<file path="src/rtl/mux_pkg.sv">
`default_nettype none
// ============================================================================
//  Module   : mux_pkg
//  Purpose  : Shared select-code type and encodings for the 4-to-1 mux.
//  Contents : sel_t  - 2-bit select code type
//             SEL_D0..SEL_D3 - select codes for data inputs D0..D3
//  Revision : 1.0 - initial release
// ============================================================================
package mux_pkg;

  typedef logic [1:0] sel_t;

  localparam sel_t SEL_D0 = 2'b00;
  localparam sel_t SEL_D1 = 2'b01;
  localparam sel_t SEL_D2 = 2'b10;
  localparam sel_t SEL_D3 = 2'b11;

endpackage : mux_pkg
`default_nettype wire

</file>
<file path="src/rtl/mux4_1_core.sv">
`default_nettype none
// ============================================================================
//  Module   : mux4_1_core
//  Purpose  : Purely combinational WIDTH-bit 4-to-1 selector. Usable
//             stand-alone wherever an unregistered selection is needed.
//  Ports    : D0..D3 [WIDTH] in  - data inputs
//             sel    [2]     in  - select code (mux_pkg::SEL_D*)
//             y_next [WIDTH] out - selected word
//  Revision : 1.0 - initial release
// ============================================================================
module mux4_1_core
  import mux_pkg::*;
#(
  parameter int WIDTH = 4
) (
  input  logic [WIDTH-1:0] D0,
  input  logic [WIDTH-1:0] D1,
  input  logic [WIDTH-1:0] D2,
  input  logic [WIDTH-1:0] D3,
  input  sel_t             sel,
  output logic [WIDTH-1:0] y_next
);

  // All four codes are legal. The all-X pre-assignment is only ever kept
  // when sel itself is X/Z in simulation, so an unknown select shows up as
  // an unknown word instead of silently falling back to D0. In synthesis
  // it is a don't-care and never blocks a full-case mapping.
  always_comb begin
    y_next = {WIDTH{1'bx}};
    case (sel)
      SEL_D0: y_next = D0;
      SEL_D1: y_next = D1;
      SEL_D2: y_next = D2;
      SEL_D3: y_next = D3;
    endcase
  end

endmodule : mux4_1_core
`default_nettype wire

</file>
<file path="src/rtl/mux4_to_1.sv">
`default_nettype none
// ============================================================================
//  Module   : mux4_to_1
//  Purpose  : Registered 4-to-1 multiplexer for the ALU datapath. The core
//             selector picks one of D0..D3; the result is captured in an
//             output register when en = 1, and y_valid flags a fresh load.
//  Ports    : clk            in  - rising-edge clock
//             rst            in  - synchronous active-high reset
//             D0..D3 [WIDTH] in  - data inputs
//             sel    [2]     in  - select code
//             en             in  - load enable
//             Y      [WIDTH] out - registered selected word
//             y_valid        out - high for one cycle after each load
//  Revision : 1.0 - initial release
// ============================================================================
module mux4_to_1
  import mux_pkg::*;
#(
  parameter int WIDTH = 4
) (
  input  logic             clk,
  input  logic             rst,
  input  logic [WIDTH-1:0] D0,
  input  logic [WIDTH-1:0] D1,
  input  logic [WIDTH-1:0] D2,
  input  logic [WIDTH-1:0] D3,
  input  sel_t             sel,
  input  logic             en,
  output logic [WIDTH-1:0] Y,
  output logic             y_valid
);

  logic [WIDTH-1:0] w_y_next;
  logic [WIDTH-1:0] y_d;
  logic [WIDTH-1:0] y_q;
  logic             valid_d;
  logic             valid_q;

  mux4_1_core #(
    .WIDTH (WIDTH)
  ) u_core (
    .D0     (D0),
    .D1     (D1),
    .D2     (D2),
    .D3     (D3),
    .sel    (sel),
    .y_next (w_y_next)
  );

  // Load on en, otherwise hold the word; valid is a one-cycle pulse that
  // is only raised by an actual load.
  always_comb begin
    y_d     = y_q;
    valid_d = 1'b0;
    if (en) begin
      y_d     = w_y_next;
      valid_d = 1'b1;
    end
  end

  always_ff @(posedge clk) begin
    if (rst) begin
      y_q     <= '0;
      valid_q <= 1'b0;
    end else begin
      y_q     <= y_d;
      valid_q <= valid_d;
    end
  end

  assign Y       = y_q;
  assign y_valid = valid_q;

endmodule : mux4_to_1
`default_nettype wire

</file>
<file path="config.mk">
export PLATFORM = sky130hd
export DESIGN_NAME = mux4_to_1
export DESIGN_NICKNAME = d
export VERILOG_FILES = /design/src/rtl/mux_pkg.sv /design/src/rtl/mux4_1_core.sv /design/src/rtl/mux4_to_1.sv
export SDC_FILE = /design/constraint.sdc
export NUM_CORES = 1
export LEC_CHECK = 0
export CAP_MARGIN = 20
export CORE_AREA = 2 2 39 41
export DETAILED_ROUTE_END_ITERATION = 12
export DIE_AREA = 0 0 41 43
export PLACE_DENSITY_LB_ADDON = 0.1
export REMOVE_ABC_BUFFERS = 1
export SLEW_MARGIN = 20
export SYNTH_ARGS = -nofsm -noshare
export SYNTH_HDL_FRONTEND = slang
export SYNTH_SLANG_ARGS = --single-unit
</file>
<file path="constraint.sdc">
create_clock -name clk -period 1.1 [get_ports clk]
set_input_delay 0.22 -clock clk [delete_from_list [all_inputs] [get_ports clk]]
set_output_delay 0.22 -clock clk [all_outputs]
set_load 0.01 [all_outputs]
</file>
# After elaboration in Yosys (flattened, before gate mapping)
# Index checks and enable logic that the tools add are counted.
# totals
input_bits	21
wordCells	8
output_inout_bits	5
reg_bits	5
# classes
reduce_logical	1
n_eq_ne	3
muxes	2
# ops
operator	count
one-hot mux 4 bit (4 select lines)	1
== test 2 bit (second input constant)	2
== test 2 x 1 -> 1 bit (second input constant)	1
zero test 2 bit	1
2-to-1 mux 1 bit	1

# Depth between registers and ports, before layout
# depth
depth_word	2
mapped_depth	3
mapped_depth_nobuf	2

# Modules after synthesis
# Synthesis repeated with hierarchy kept, for this count alone.
# hier_totals
hier_cells	19
area_unflattened_um2	277.8
# modules_own_cells
module	area_per_inst_um2	instances	cells_each	seq_area_each_um2
mux4_to_1	172.7	1	15	100.1
mux4_1_core	105.1	1	4	0.0

# Worst setup path after synthesis
# OpenSTA, ideal clock, no wires.
# synth_timing
kind	register to register
from	register Y[1] (netlist name)
to	register y_q[1], in the netlist Y[1]
n_path_buf	0
setup_slack_ps	159
period_less_slack_ps	941
setup_time_ps	79
required_ps	1021
t_arrival_ps	862
path_stages_with_launch	3
cell_sequence	dfxtp_1 -> or3b_2 -> o221ai_2
# synth_rtl
item	line_no	source
to (signal assigned)	mux4_to_1.sv:66	y_q <= y_d;
to (decl)	mux4_to_1.sv:35	logic [WIDTH-1:0] y_q;

# Worst setup path after layout
# layout_timing
from	input port sel[0]
to	register y_q[3], in the netlist Y[3]
# layout_via
elab_chain_len	2
elab_cells_between_ends	5
cone_classes	eq/ne (3); mux (1); reduce/logical (1)
# layout_lines
item	line_no	source
from (decl)	mux4_to_1.sv:27	input sel_t sel,
== test 2 bit, or another cell as far along	mux4_1_core.sv:30	case (sel)
one-hot mux 4 bit (4 select lines) (*)	mux4_1_core.sv:30	
# Mark *: on every way between the ends. The rest lies on a longest branch, timed or not.
# A chain may end at the register's enable or synchronous reset.

==> reports/metrics.cfg <==
[critical_path]
cp_top_family = buffers and inverters
reg2reg_slack_ps = 190
startpoint_type = primary input
crit_arrival_ps = 1220
crit_fanout = 4
r2r-end = Y[3]$_SDFFE_PP0P_
cp_num_buf_inv = 1
crit_path_cell_trace = clkdlybuf4s50_1 -> or3b_4 -> o221ai_1
endpoint_kind = register
required_ps = 1250
timing.rr.start = Y[3]$_SDFFE_PP0P_
critical-path-max-stage-delay_ps = 430
reg2reg_depth = 2
slowest_stage = clkdlybuf4s50_1
crit_type = in2reg

[routing]
vias = 320
routed-wl-met2_microns = 484
dr.first_iter.drc_count = 1
drc = 0
met1_length_microns = 403
ant_nets = 0
wl_microns = 969
wl_met3_microns = 81
routed.top_layer = met3
drt_pass1_iterations = 2
viasPerCell = 4.51
wl_per_cell_microns = 13.6

[cts]
cts_sinks = 5
clock_path_buffers = 2
h-tree-depth = 1
cts_root_buffer = clkbuf_4
numCtsBuffers = 3
clock_latency_ps = 230
clkSlewWorstSetupHoldPaths_ps = 40
cts_tree = done

[global_route]
gr-total-overflow = 0
grt_pass1_wl_mm = 1.46
grt_antenna_before_repair = 0
grt_pass1_vias = 339
grt_max_degree = 8
grt.total_usage_pct = 12.8

[timing]
hold_viol_final = 0
period_share_pct = 96.9
relSlewSlack_pct = 85.3
setup_viol = 0
fmaxAchievable_mhz = 938
finalSetupTns_ps = 0
fin_hold_ws_ps = 412
drv_slew = 0
fin_skew_ps = 0
layout_min_cycle_time_ps = 1070
grt_setup_unrepaired = no
tightest_slew_ps = 215

[flow_run]
cap_violations = 0

[hold_path]
min_path_type = in2reg
whs_endpoint = y_valid$_SDFF_PP0_
min_path_cells = 2
hp-start = rst

[yosys]
postSynthCellCount = 25
syn_avg_cell_area_sq_um = 11.5
yosysSeqAreaShare_pct = 34.9
ys_ff_latch = 5
ys_warn_count = 0
ys_types = 9
synth_area_sq_um = 287

[floorplanning]
die_x_microns = 41
rows = 14
dieArea_sq_um = 1760
initial_core_util_pct = 20.7
fp.dieH_microns = 43
core_region_area_sq_um = 1380
io_pins = 26

[layout]
regArea_sq_um = 100
multi_input_area_sq_um = 191
area_growth_pct = 108
fin_area_sq_um = 597
layout_commonest_cell = clkdlybuf4s50_1
nFillCells = 137
final_cell_mix = clkdlybuf4s50_1, dlygate4sd2_1, mux2i_1
finalNetCount = 77
n_antenna_cell = 0
layout-drive-gt1-share_pct = 23.6

[power]
netSwitchingFraction_pct = 22.9
comb_power_share_pct = 28.6
power_uw = 570
intPower_uw = 440
power_density_nw_per_um2 = 955
vdd_drop_max_v = 0.000489
cellLeakagePower_nw = 0.257
p_clk_share_pct = 36.3
p_seq_share_pct = 35.2
p_sw_uw = 131

[placed_design]
gp_congestion = 0.674
portBuffers = 25
post_dp_cell_area_sq_um = 567

[outcome]
status = completed

## worst register-to-register path: stages (launching register included)
cell and delay, ps:
dfxtp_1 320, or3b_2 440, o221ai_1 80
## area by class of cell
type / instances / area share [%]
timing repair buffer: 27 / 43.4
multi-input combinational: 19 / 32.1
sequential: 5 / 16.8
clock buffer: 4 / 4.40
tap: 16 / 3.35
## power groups by stage
stage,Combinational (mW),Sequential (mW),Clock [mW]
global route,0.174,0.202,0.233
finish,0.163,0.200,0.207
CTS,0.162,0.201,0.219
floorplan,0.0406,0.210,0
global placement,0.166,0.205,0
detailed placement,0.170,0.204,0
## Yosys cell counts
cell type  instances  area (sq um)
buf_2              1          5.00
or3b_4             1          11.3
o221ai_1           3          26.3
nand3b_1           1          7.51
mux2i_1            8          80.1
nor2b_1            1          6.26
o221ai_2           1          15.0
dfxtp_1            5           100
or3b_2             4          35.0
## state kept, by name, indices dropped and copies added (netlist names)
signal / count
Y: 4
y_valid: 1
## layer usage
metal  track usage, %  up-vias
met2             19.4       13
met3             3.14        0
met5                0        -
li1                 -      162
met1             15.2      145
met4             8.00        0
## logic make-up after synthesis
kind of cell	after synthesis	share of synthesized area, %
DFF	5	34.9
buffers and inverters	1	1.75
and+or+nand+nor	7	21.0
muxes	8	27.9
AOI/OAI and AO/OA	4	14.4
## what timing repair did
| item | CTS | global route |
|---|---|---|
| gates cloned | 0 | 0 |
| hold buffers | 0 | 0 |
| hold endpoints to repair | 0 | 0 |
| resized for setup | 10 | 1 |
| pin swaps | 1 | 1 |
| setup endpoints to repair | 9 | 2 |
| setup buffers | 0 | 0 |
## worst max path at each step
| stage | slack [ps] | cells after the start | from | to |
|---|---|---|---|---|
| detailed placement | -360 | 3 | en | Y[2]$_SDFFE_PP0P_ |
| global placement | -310 | 3 | en | Y[1]$_SDFFE_PP0P_ |
| floorplan | 160 | 2 | Y[1]$_SDFFE_PP0P_ | Y[1]$_SDFFE_PP0P_ |
| finish | 30 | 3 | sel[0] | Y[3]$_SDFFE_PP0P_ |
| CTS | 6 | 3 | sel[0] | Y[2]$_SDFFE_PP0P_ |
| global route | 9 | 1 | Y[0]$_SDFFE_PP0P_ | Y[0] |
## per-stage QoR
stage	util (%)	worst slack, ps	instances
floorplan	-	159	24
global placement	41.0	-308	67
detailed placement	41.0	-362	67
CTS	42.7	5.92	71
global route	43.1	9.15	71
finish	43.1	34.0	71
No activity file was read; power rests on OpenSTA's default activity.
